### src/rtl/rect_copy_controller.sv
// Rectangle-table copy controller.
// Streams 64 rects (4 batches of 16 rects x 5 fields) out of main memory.
// Each batch is followed by a full X sweep and a full Y sweep. A sideband
// tag stream trails the internal state by one cycle so that it lines up
// with the memory read data.
module rect_copy_controller #(
    parameter logic [15:0] RECT_BASE = 16'h1000
) (
    input  logic        clk,
    input  logic        reset,
    input  logic        start,
    output logic        mem_rd,
    output logic [15:0] mem_addr,
    output logic        copy_start,
    output logic [2:0]  fsm_state,
    output logic [9:0]  coord_generator,
    output logic [3:0]  rect_counter,
    output logic [1:0]  batch_counter,
    output logic        batch_completed,
    output logic        busy,
    output logic        done
);

    typedef enum logic [1:0] {
        S_IDLE    = 2'd0,
        S_FETCH   = 2'd1,
        S_SWEEP_X = 2'd2,
        S_SWEEP_Y = 2'd3
    } state_t;

    localparam logic [2:0] LAST_FIELD = 3'd4;
    localparam logic [3:0] LAST_RECT  = 4'd15;
    localparam logic [1:0] LAST_BATCH = 2'd3;
    localparam logic [9:0] LAST_COORD = 10'd1023;

    // Internal sequencer state (describes the current cycle).
    state_t      state_q;
    logic [2:0]  field_q;
    logic [3:0]  rect_q;
    logic [1:0]  batch_q;
    logic [9:0]  coord_q;
    logic        mem_rd_q;
    logic [15:0] mem_addr_q;
    logic        copy_start_q;
    logic        busy_q;

    // Sideband stream (internal state delayed one cycle).
    logic [2:0]  fsm_state_q,  fsm_state_d;
    logic [9:0]  coord_q2,     coord_d;
    logic [3:0]  rect_sb_q,    rect_sb_d;
    logic [1:0]  batch_sb_q,   batch_sb_d;
    logic        bc_q,         bc_d;
    logic        done_q,       done_d;

    // Main FSM. Addresses simply increment across the whole copy because the
    // table is laid out contiguously; sweeps hold the last fetched address.
    // busy_q stays high one extra cycle after the sequencer returns to IDLE
    // so that the trailing sideband cycle is covered, and it also blocks a
    // start from being taken during that trailing cycle.
    always_ff @(posedge clk or posedge reset) begin
        if (reset) begin
            state_q      <= S_IDLE;
            field_q      <= '0;
            rect_q       <= '0;
            batch_q      <= '0;
            coord_q      <= '0;
            mem_rd_q     <= 1'b0;
            mem_addr_q   <= '0;
            copy_start_q <= 1'b0;
            busy_q       <= 1'b0;
        end else begin
            copy_start_q <= 1'b0;
            case (state_q)
                S_IDLE: begin
                    busy_q <= start && !busy_q;
                    if (start && !busy_q) begin
                        state_q      <= S_FETCH;
                        field_q      <= '0;
                        rect_q       <= '0;
                        batch_q      <= '0;
                        coord_q      <= '0;
                        mem_rd_q     <= 1'b1;
                        mem_addr_q   <= RECT_BASE;
                        copy_start_q <= 1'b1;
                    end
                end
                S_FETCH: begin
                    busy_q <= 1'b1;
                    if (field_q == LAST_FIELD && rect_q == LAST_RECT) begin
                        state_q  <= S_SWEEP_X;
                        field_q  <= '0;
                        rect_q   <= '0;
                        coord_q  <= '0;
                        mem_rd_q <= 1'b0;
                    end else begin
                        if (field_q == LAST_FIELD) begin
                            field_q <= '0;
                            rect_q  <= rect_q + 4'd1;
                        end else begin
                            field_q <= field_q + 3'd1;
                        end
                        mem_rd_q   <= 1'b1;
                        mem_addr_q <= mem_addr_q + 16'd1;
                    end
                end
                S_SWEEP_X: begin
                    busy_q  <= 1'b1;
                    coord_q <= coord_q + 10'd1;
                    if (coord_q == LAST_COORD) state_q <= S_SWEEP_Y;
                end
                S_SWEEP_Y: begin
                    busy_q  <= 1'b1;
                    coord_q <= coord_q + 10'd1;
                    if (coord_q == LAST_COORD) begin
                        if (batch_q == LAST_BATCH) begin
                            state_q <= S_IDLE;
                            batch_q <= '0;
                        end else begin
                            state_q    <= S_FETCH;
                            batch_q    <= batch_q + 2'd1;
                            field_q    <= '0;
                            rect_q     <= '0;
                            mem_rd_q   <= 1'b1;
                            mem_addr_q <= mem_addr_q + 16'd1;
                        end
                    end
                end
                default: state_q <= S_IDLE;
            endcase
        end
    end

    // Sideband tag derived from the current internal state; zero in IDLE.
    always_comb begin
        fsm_state_d = '0;
        coord_d     = '0;
        rect_sb_d   = '0;
        batch_sb_d  = '0;
        bc_d        = 1'b0;
        case (state_q)
            S_FETCH: begin
                fsm_state_d = 3'd1 + field_q;
                rect_sb_d   = rect_q;
                batch_sb_d  = batch_q;
            end
            S_SWEEP_X: begin
                fsm_state_d = 3'd6;
                coord_d     = coord_q;
                batch_sb_d  = batch_q;
            end
            S_SWEEP_Y: begin
                fsm_state_d = 3'd7;
                coord_d     = coord_q;
                batch_sb_d  = batch_q;
                bc_d        = (coord_q == LAST_COORD);
            end
            default: ;
        endcase
        // The final batch_completed of batch 3 is the last sideband cycle.
        done_d = bc_q && (batch_sb_q == LAST_BATCH);
    end

    // Sideband register stage, one cycle behind the sequencer.
    always_ff @(posedge clk or posedge reset) begin
        if (reset) begin
            fsm_state_q <= '0;
            coord_q2    <= '0;
            rect_sb_q   <= '0;
            batch_sb_q  <= '0;
            bc_q        <= 1'b0;
            done_q      <= 1'b0;
        end else begin
            fsm_state_q <= fsm_state_d;
            coord_q2    <= coord_d;
            rect_sb_q   <= rect_sb_d;
            batch_sb_q  <= batch_sb_d;
            bc_q        <= bc_d;
            done_q      <= done_d;
        end
    end

    assign mem_rd          = mem_rd_q;
    assign mem_addr        = mem_addr_q;
    assign copy_start      = copy_start_q;
    assign fsm_state       = fsm_state_q;
    assign coord_generator = coord_q2;
    assign rect_counter    = rect_sb_q;
    assign batch_counter   = batch_sb_q;
    assign batch_completed = bc_q;
    assign busy            = busy_q;
    assign done            = done_q;

endmodule

### config.mk
export PLATFORM = sky130hd
export DESIGN_NAME = rect_copy_controller
export DESIGN_NICKNAME = d
export VERILOG_FILES = /design/src/rtl/rect_copy_controller.sv
export SDC_FILE = /design/constraint.sdc
export NUM_CORES = 1
export LEC_CHECK = 0
export ABC_AREA = 1
export CORE_MARGIN = 1.5
export CORE_UTILIZATION = 49
export CTS_BUF_LIST = sky130_fd_sc_hd__clkbuf_8
export DETAILED_ROUTE_END_ITERATION = 10
export PLACE_DENSITY = 0.82
export REMOVE_ABC_BUFFERS = 1
export SYNTH_ARGS = -nofsm -noshare
export SYNTH_HDL_FRONTEND = slang
export SYNTH_SLANG_ARGS = --single-unit
### constraint.sdc
create_clock -name clk -period 3.05 [get_ports clk]
set_input_delay 0.61 -clock clk [delete_from_list [all_inputs] [get_ports clk]]
set_output_delay 0.61 -clock clk [all_outputs]
set_load 0.02 [all_outputs]
==> flow_summary_export.csv, run 1 <==
group,metric,value,unit
outcome,status,"finished, final reports clean",
floorplanning,die_w,83.81,um
logic_synthesis,synth_cell_type_count,30,
cts,post_cts_buffers,0,
placed_design,post-dp-hpwl,4695,um
worst_setup_path,endpoint_kind,"output port",
sta,finalHoldWorstSlack,505.6,ps
placed_design,globalplace.congestion,0.8636,
sta,fmax,0.4843,GHz
placed_design,preCtsSetupSlack,949.2,ps
sta,slew_headroom,55.00,%
cts,clk_latency,350,ps
detailed_routing,drtIter0Drc,138,
power_and_ir_drop,power.leakage,1.775,nW
placed_design,placed_cell_area,3709,um2
finish,postLayoutCellArea,3933,um2
job,drv_cap,0,
finish,area_growth,22.92,%
finish,final_nets,452,
global_route,grt_max_degree,33,
worst_setup_path,cp_cell_sequence,"clkdlybuf4s50_1",
worst_setup_path,rr_endpoint,"coord_q[5]",
placed_design,io_buffers,42,
detailed_routing,first_pass_iters,4,
finish,antennaDiodeCount,0,
sta,setup-violations-final,0,
cts,cts_inserted_buffers,9,
worst_setup_path,reg2reg_depth,7,
sta,hold_viol_final,0,
power_and_ir_drop,power,1.623,mW
worst_setup_path,required,2440,ps
logic_synthesis,synth_edf_count,0,
logic_synthesis,ys_seq_elements,61,
detailed_routing,wire_per_inst,12.69,um
cts,htree_levels,3,
global_route,antenna_found_initial,0,
sta,setup-tns-final,0,ps
worst_setup_path,crit_arrival,1450,ps
worst_setup_path,r2r_start,"state_q[1]",
worst_setup_path,cp_top_family,"buffers and inverters",
cts,cts_sinks,61,
global_route,grt_pass1_wl,11610,um
sta,worst_pin_slew,674.0,ps
sta,period_share,67.70,%
hold_path,hold_start,"batch_counter[1]",
global_route,grt_overflow_total,0,
sta,worst_clock_skew,6.623,ps
logic_synthesis,yosysSeqAreaShare,47.71,%
hold_path,whs_endpoint,"done",
floorplanning,dieArea,7023,um2
finish,finalNonFillerCells,520,
finish,final_cell_mix,"106 x nand2_1, 61 x dfrtp_1, 47 x inv_1, 42 x clkdlybuf4s50_1, 40 x nor2_1",
detailed_routing,routed_wl,6599,um
sta,worst_slack,985.2,ps
logic_synthesis,synth-main-ff-cell,"dfrtp_1",
cts,clockBufferDepth,2,
worst_setup_path,max_stage_delay,650,ps
floorplanning,io_pins,43,
logic_synthesis,syn-cell-area,3199,um2
cts,clk_pin_slew_worst_paths,70,ps
power_and_ir_drop,powerDensity,412.6,nW/um2
hold_path,hp-class,"reg -> reg",
cts,post_cts_resized,0,
worst_setup_path,critPathMaxFanout,6,
finish,drive_gt1_share,11.06,%
finish,final_util,62.29,%
detailed_routing,ant_nets,0,
logic_synthesis,synth_cells,388,
sta,period_minus_slack,2065,ps
detailed_routing,vias,2690,
cts,clock_tree.root_cell,"clkbuf_8",
logic_synthesis,async_flop_share,100.0,%
cts,cts_tree,"built",
worst_setup_path,crit_path_top_delay_cell,"clkdlybuf4s50_1",
sta,slew_violations,0,
worst_setup_path,cp.buffers_inverters,1,
worst_setup_path,criticalPathCategory,"reg -> out",
sta,grt_setup_unrepaired,"false",
global_route,grt_usage,20.45,%
floorplanning,rows,29,
floorplanning,start_util,50.67,%
logic_synthesis,yosysWarningCount,0,
placed_design,dp_cells,504,
detailed_routing,detail_route.vias_per_cell,5.173,
hold_path,whs_path_depth,1,
finish,final_common_cell,"nand2_1",
floorplanning,core,6314,um2
worst_setup_path,start_kind,"flop",
logic_synthesis,avgSynthCellArea,8.246,um2
global_route,first_global_vias,2671,
worst_setup_path,r2r_slack,1050,ps
cts,cts_hold_buffers,0,
floorplanning,chipHeight,83.81,um
power_and_ir_drop,peakVddDrop,0.0002850,V
detailed_routing,drc,0,
[how the worst max path moves through the flow]
stage | slack (ps) | depth (start not counted) | start | end
after CTS | 970 | 1 | mem_addr[2] | mem_addr[2]
final | 990 | 1 | mem_addr[2] | mem_addr[2]
after floorplan | 930 | 1 | reset | batch_completed
after global placement | 990 | 8 | start | mem_addr[15]
after detailed placement | 950 | 8 | start | mem_addr[8]
after global routing | 820 | 6 | state_q[1] | mem_addr[9]
[area by class of cell]
class,instances,area [um2]
clock buffers,9,123.9
repair buffers,44,447.9
fillers,560,2381
well taps,77,96.34
clock inverters,7,100.1
multi-input cells,271,1445
flip-flops and latches,61,1526
inverters,51,192.7
[logic make-up (layout without fill, tap and decap cells)]
family	Yosys count	after routing	share of synthesized area (%)
simple gates	209	209	30.27
flops	61	61	47.71
xor+xnor	8	8	2.190
fa+ha+maj	11	11	4.302
buf+inv	56	111	7.117
compound gates	43	43	8.408
[routing by layer]
layer	routed length, um	global-route usage [%]	vias up
met5	0	0	-
met2	3414	37.76	70
met1	2743	22.79	1265
met3	290	4.055	15
li1	-	-	1340
met4	150	8.644	0
[report_power, final]
group	internal (mW)	total, mW	leakage [nW]	switching, mW
Combinational	0.00490	0.0205	0.890	0.0156
Sequential	0.809	0.809	0.783	0
Clock	0.462	0.793	0.102	0.332
[sequential cells by signal (all words and copies together) (netlist names)]
register and count:
batch_completed 1, batch_counter 2, batch_q 2, busy 1
coord_generator 10, coord_q 10, copy_start 1, done 1
field_q 3, fsm_state 3, mem_addr 16, mem_rd 1
rect_counter 4, rect_q 4, state_q 2
[synth_stat cells, types with 3 or more instances]
cell       n  share of area [%]
xnor2_1    3               0.82
o21ai_2    5                1.4
nand2_2    8                1.6
inv_1     48                5.6
a21oi_1    5               0.78
nor2_1    40                4.7
xor2_1     5                1.4
o21ai_1   13                2.0
dfrtp_1   61                 48
ha_1      11                4.3
nand3_1   30                4.7
nand2_1  106                 12
o21ai_0   14                2.2
nand4_1   14                2.7
No activity file was read; power rests on OpenSTA's default activity.
==> run 2, diff against run 1 <==
==> constraint.sdc (replaced) <==
create_clock -name clk -period 1.9 [get_ports clk]
set_input_delay 0.38 -clock clk [delete_from_list [all_inputs] [get_ports clk]]
set_output_delay 0.38 -clock clk [all_outputs]
set_load 0.02 [all_outputs]
==> flow_summary_export.csv, run 2 (synthesized netlist as in run 1, its figures left out) <==
group,metric,value,unit
outcome,status,"finished, final reports clean",
worst_setup_path,cp_cell_sequence,"clkdlybuf4s50_1",
cts,post_cts_resized,0,
cts,htree_levels,3,
sta,worst_slack,92.03,ps
finish,final_common_cell,"nand2_1",
sta,worst_clock_skew,7.560,ps
sta,grt_setup_unrepaired,"false",
detailed_routing,routed_wl,6306,um
finish,largest_reg_flops,16,
power_and_ir_drop,power.leakage,1.783,nW
hold_path,hp-class,"in -> async",
sta,slew_violations,0,
global_route,first_global_vias,2482,
detailed_routing,detail_route.vias_per_cell,4.994,
cts,post_cts_buffers,0,
detailed_routing,wire_per_inst,12.06,um
power_and_ir_drop,powerDensity,632.6,nW/um2
worst_setup_path,cp_top_family,"buffers and inverters",
sta,period_share,95.16,%
detailed_routing,ant_nets,0,
placed_design,placed_cell_area,3731,um2
worst_setup_path,crit_arrival,1430,ps
cts,clk_latency,340,ps
floorplanning,io_pins,43,
finish,final_nets,455,
detailed_routing,drtIter0Drc,144,
global_route,grt_overflow_total,0,
placed_design,globalplace.congestion,0.8551,
sta,setup-violations-final,0,
cts,cts_tree,"built",
global_route,grt_pass1_wl,10910,um
cts,clockBufferDepth,2,
sta,period_minus_slack,1808,ps
worst_setup_path,start_kind,"flop",
floorplanning,rows,29,
global_route,grt_usage,19.24,%
placed_design,io_buffers,42,
finish,multi_input_area,1445,um2
worst_setup_path,max_stage_delay,640,ps
power_and_ir_drop,peakVddDrop,0.0005632,V
job,drv_cap,0,
floorplanning,dieArea,7023,um2
finish,antennaDiodeCount,0,
sta,fmax,0.5531,GHz
worst_setup_path,endpoint_kind,"output port",
cts,clk_pin_slew_worst_paths,70,ps
finish,ff_latch_area,1526,um2
floorplanning,chipHeight,83.81,um
placed_design,post-dp-hpwl,4510,um
cts,cts_hold_buffers,0,
global_route,antenna_found_initial,0,
worst_setup_path,cp.buffers_inverters,1,
worst_setup_path,crit_path_top_delay_cell,"clkdlybuf4s50_1",
global_route,grt_max_degree,62,
floorplanning,core,6314,um2
placed_design,preCtsSetupSlack,59.32,ps
worst_setup_path,criticalPathCategory,"reg -> out",
worst_setup_path,required,1520,ps
sta,setup-tns-final,0,ps
finish,final_cell_mix,"106 x nand2_1, 61 x dfrtp_1, 47 x inv_1, 42 x clkdlybuf4s50_1, 40 x nor2_1",
sta,worst_pin_slew,337.0,ps
floorplanning,die_w,83.81,um
detailed_routing,vias,2612,
cts,clock_tree.root_cell,"clkbuf_8",
finish,drive_gt1_share,11.66,%
cts,cts_sinks,61,
sta,hold_viol_final,0,
floorplanning,start_util,50.67,%
finish,postLayoutCellArea,3931,um2
cts,cts_inserted_buffers,9,
detailed_routing,first_pass_iters,4,
worst_setup_path,critPathMaxFanout,6,
finish,area_growth,22.88,%
finish,fillCellCount,546,
detailed_routing,drc,0,
sta,slew_headroom,77.45,%
## run 2: changes by cell type in the layout (fill, tap and decap cells not counted), sizes merged
cell    previous run  this run
clkbuf             9        10
bufinv             2         1
buf                2         5
## run 2: path summary, 6_finish.rpt
check                                  from            to  slack [ps]  cells after the start
min in group clk           batch_counter[0]          done         510                      1
setup reg to reg                 state_q[1]  mem_addr[15]         150                      6
setup / recovery                mem_addr[9]   mem_addr[9]          90                      1
hold reg to reg            batch_counter[0]          done         510                      1
max in group asynchronous             reset     rect_q[3]        1220                      3
hold / removal                        reset          done         430                      3
## run 2: worst min-delay path, cell delays in order
cell	delay, ps
clkdlybuf4s50_1	410
inv_2	70
buf_12	290
## run 2: layout make-up
cell class | count | area share [%]
Multi-Input combinational cell | 271 | 36.76
Tap cell | 77 | 2.451
Sequential cell | 61 | 38.83
Clock buffer | 10 | 3.501
Clock inverter | 6 | 1.591
Inverter | 51 | 4.901
Timing Repair Buffer | 47 | 11.97
## run 2: metal layers
metal  track usage, %  vias to the layer above  share of wire (%)  wire [um]
met5                0                        -                  0          0
met1            23.42                     1201                 43       2738
met2            33.50                       58                 50       3183
li1                 -                     1340                  -          -
met4            7.601                        0                1.6        102
met3            3.858                       13                4.5        282
## run 2: where the power goes
group | internal [mW] | switching (mW) | total, mW | leakage, nW
combinational | 0.00814 | 0.0252 | 0.0333 | 0.905
sequential | 1.30 | 0 | 1.30 | 0.783
clock | 0.635 | 0.520 | 1.16 | 0.0943
total | 1.94 | 0.545 | 2.49 | 1.78
## run 2: metrics by stage
step,hold slack (ps),instances,util [%],total power [mW]
6_report,427.9,523,62.27,2.487
5_1_grt,487.6,523,62.27,2.575
4_1_cts,436.4,523,62.27,2.511
3_5_place_dp,499.1,507,59.10,1.358
3_3_place_gp,487.6,507,59.10,1.358
2_1_floorplan,467.5,383,-,1.342
==> run 3, diff against run 2 <==
--- a/config.mk
+++ b/config.mk
@@ -9,6 +9,7 @@
 export CORE_MARGIN = 1.5
 export CORE_UTILIZATION = 49
 export CTS_BUF_LIST = sky130_fd_sc_hd__clkbuf_8
+export CTS_CLUSTER_DIAMETER = 150
 export DETAILED_ROUTE_END_ITERATION = 10
 export PLACE_DENSITY = 0.82
 export REMOVE_ABC_BUFFERS = 1
==> results of run 3 <==
Same layout as run 2: the final DEF is identical, and so are final timing and power.
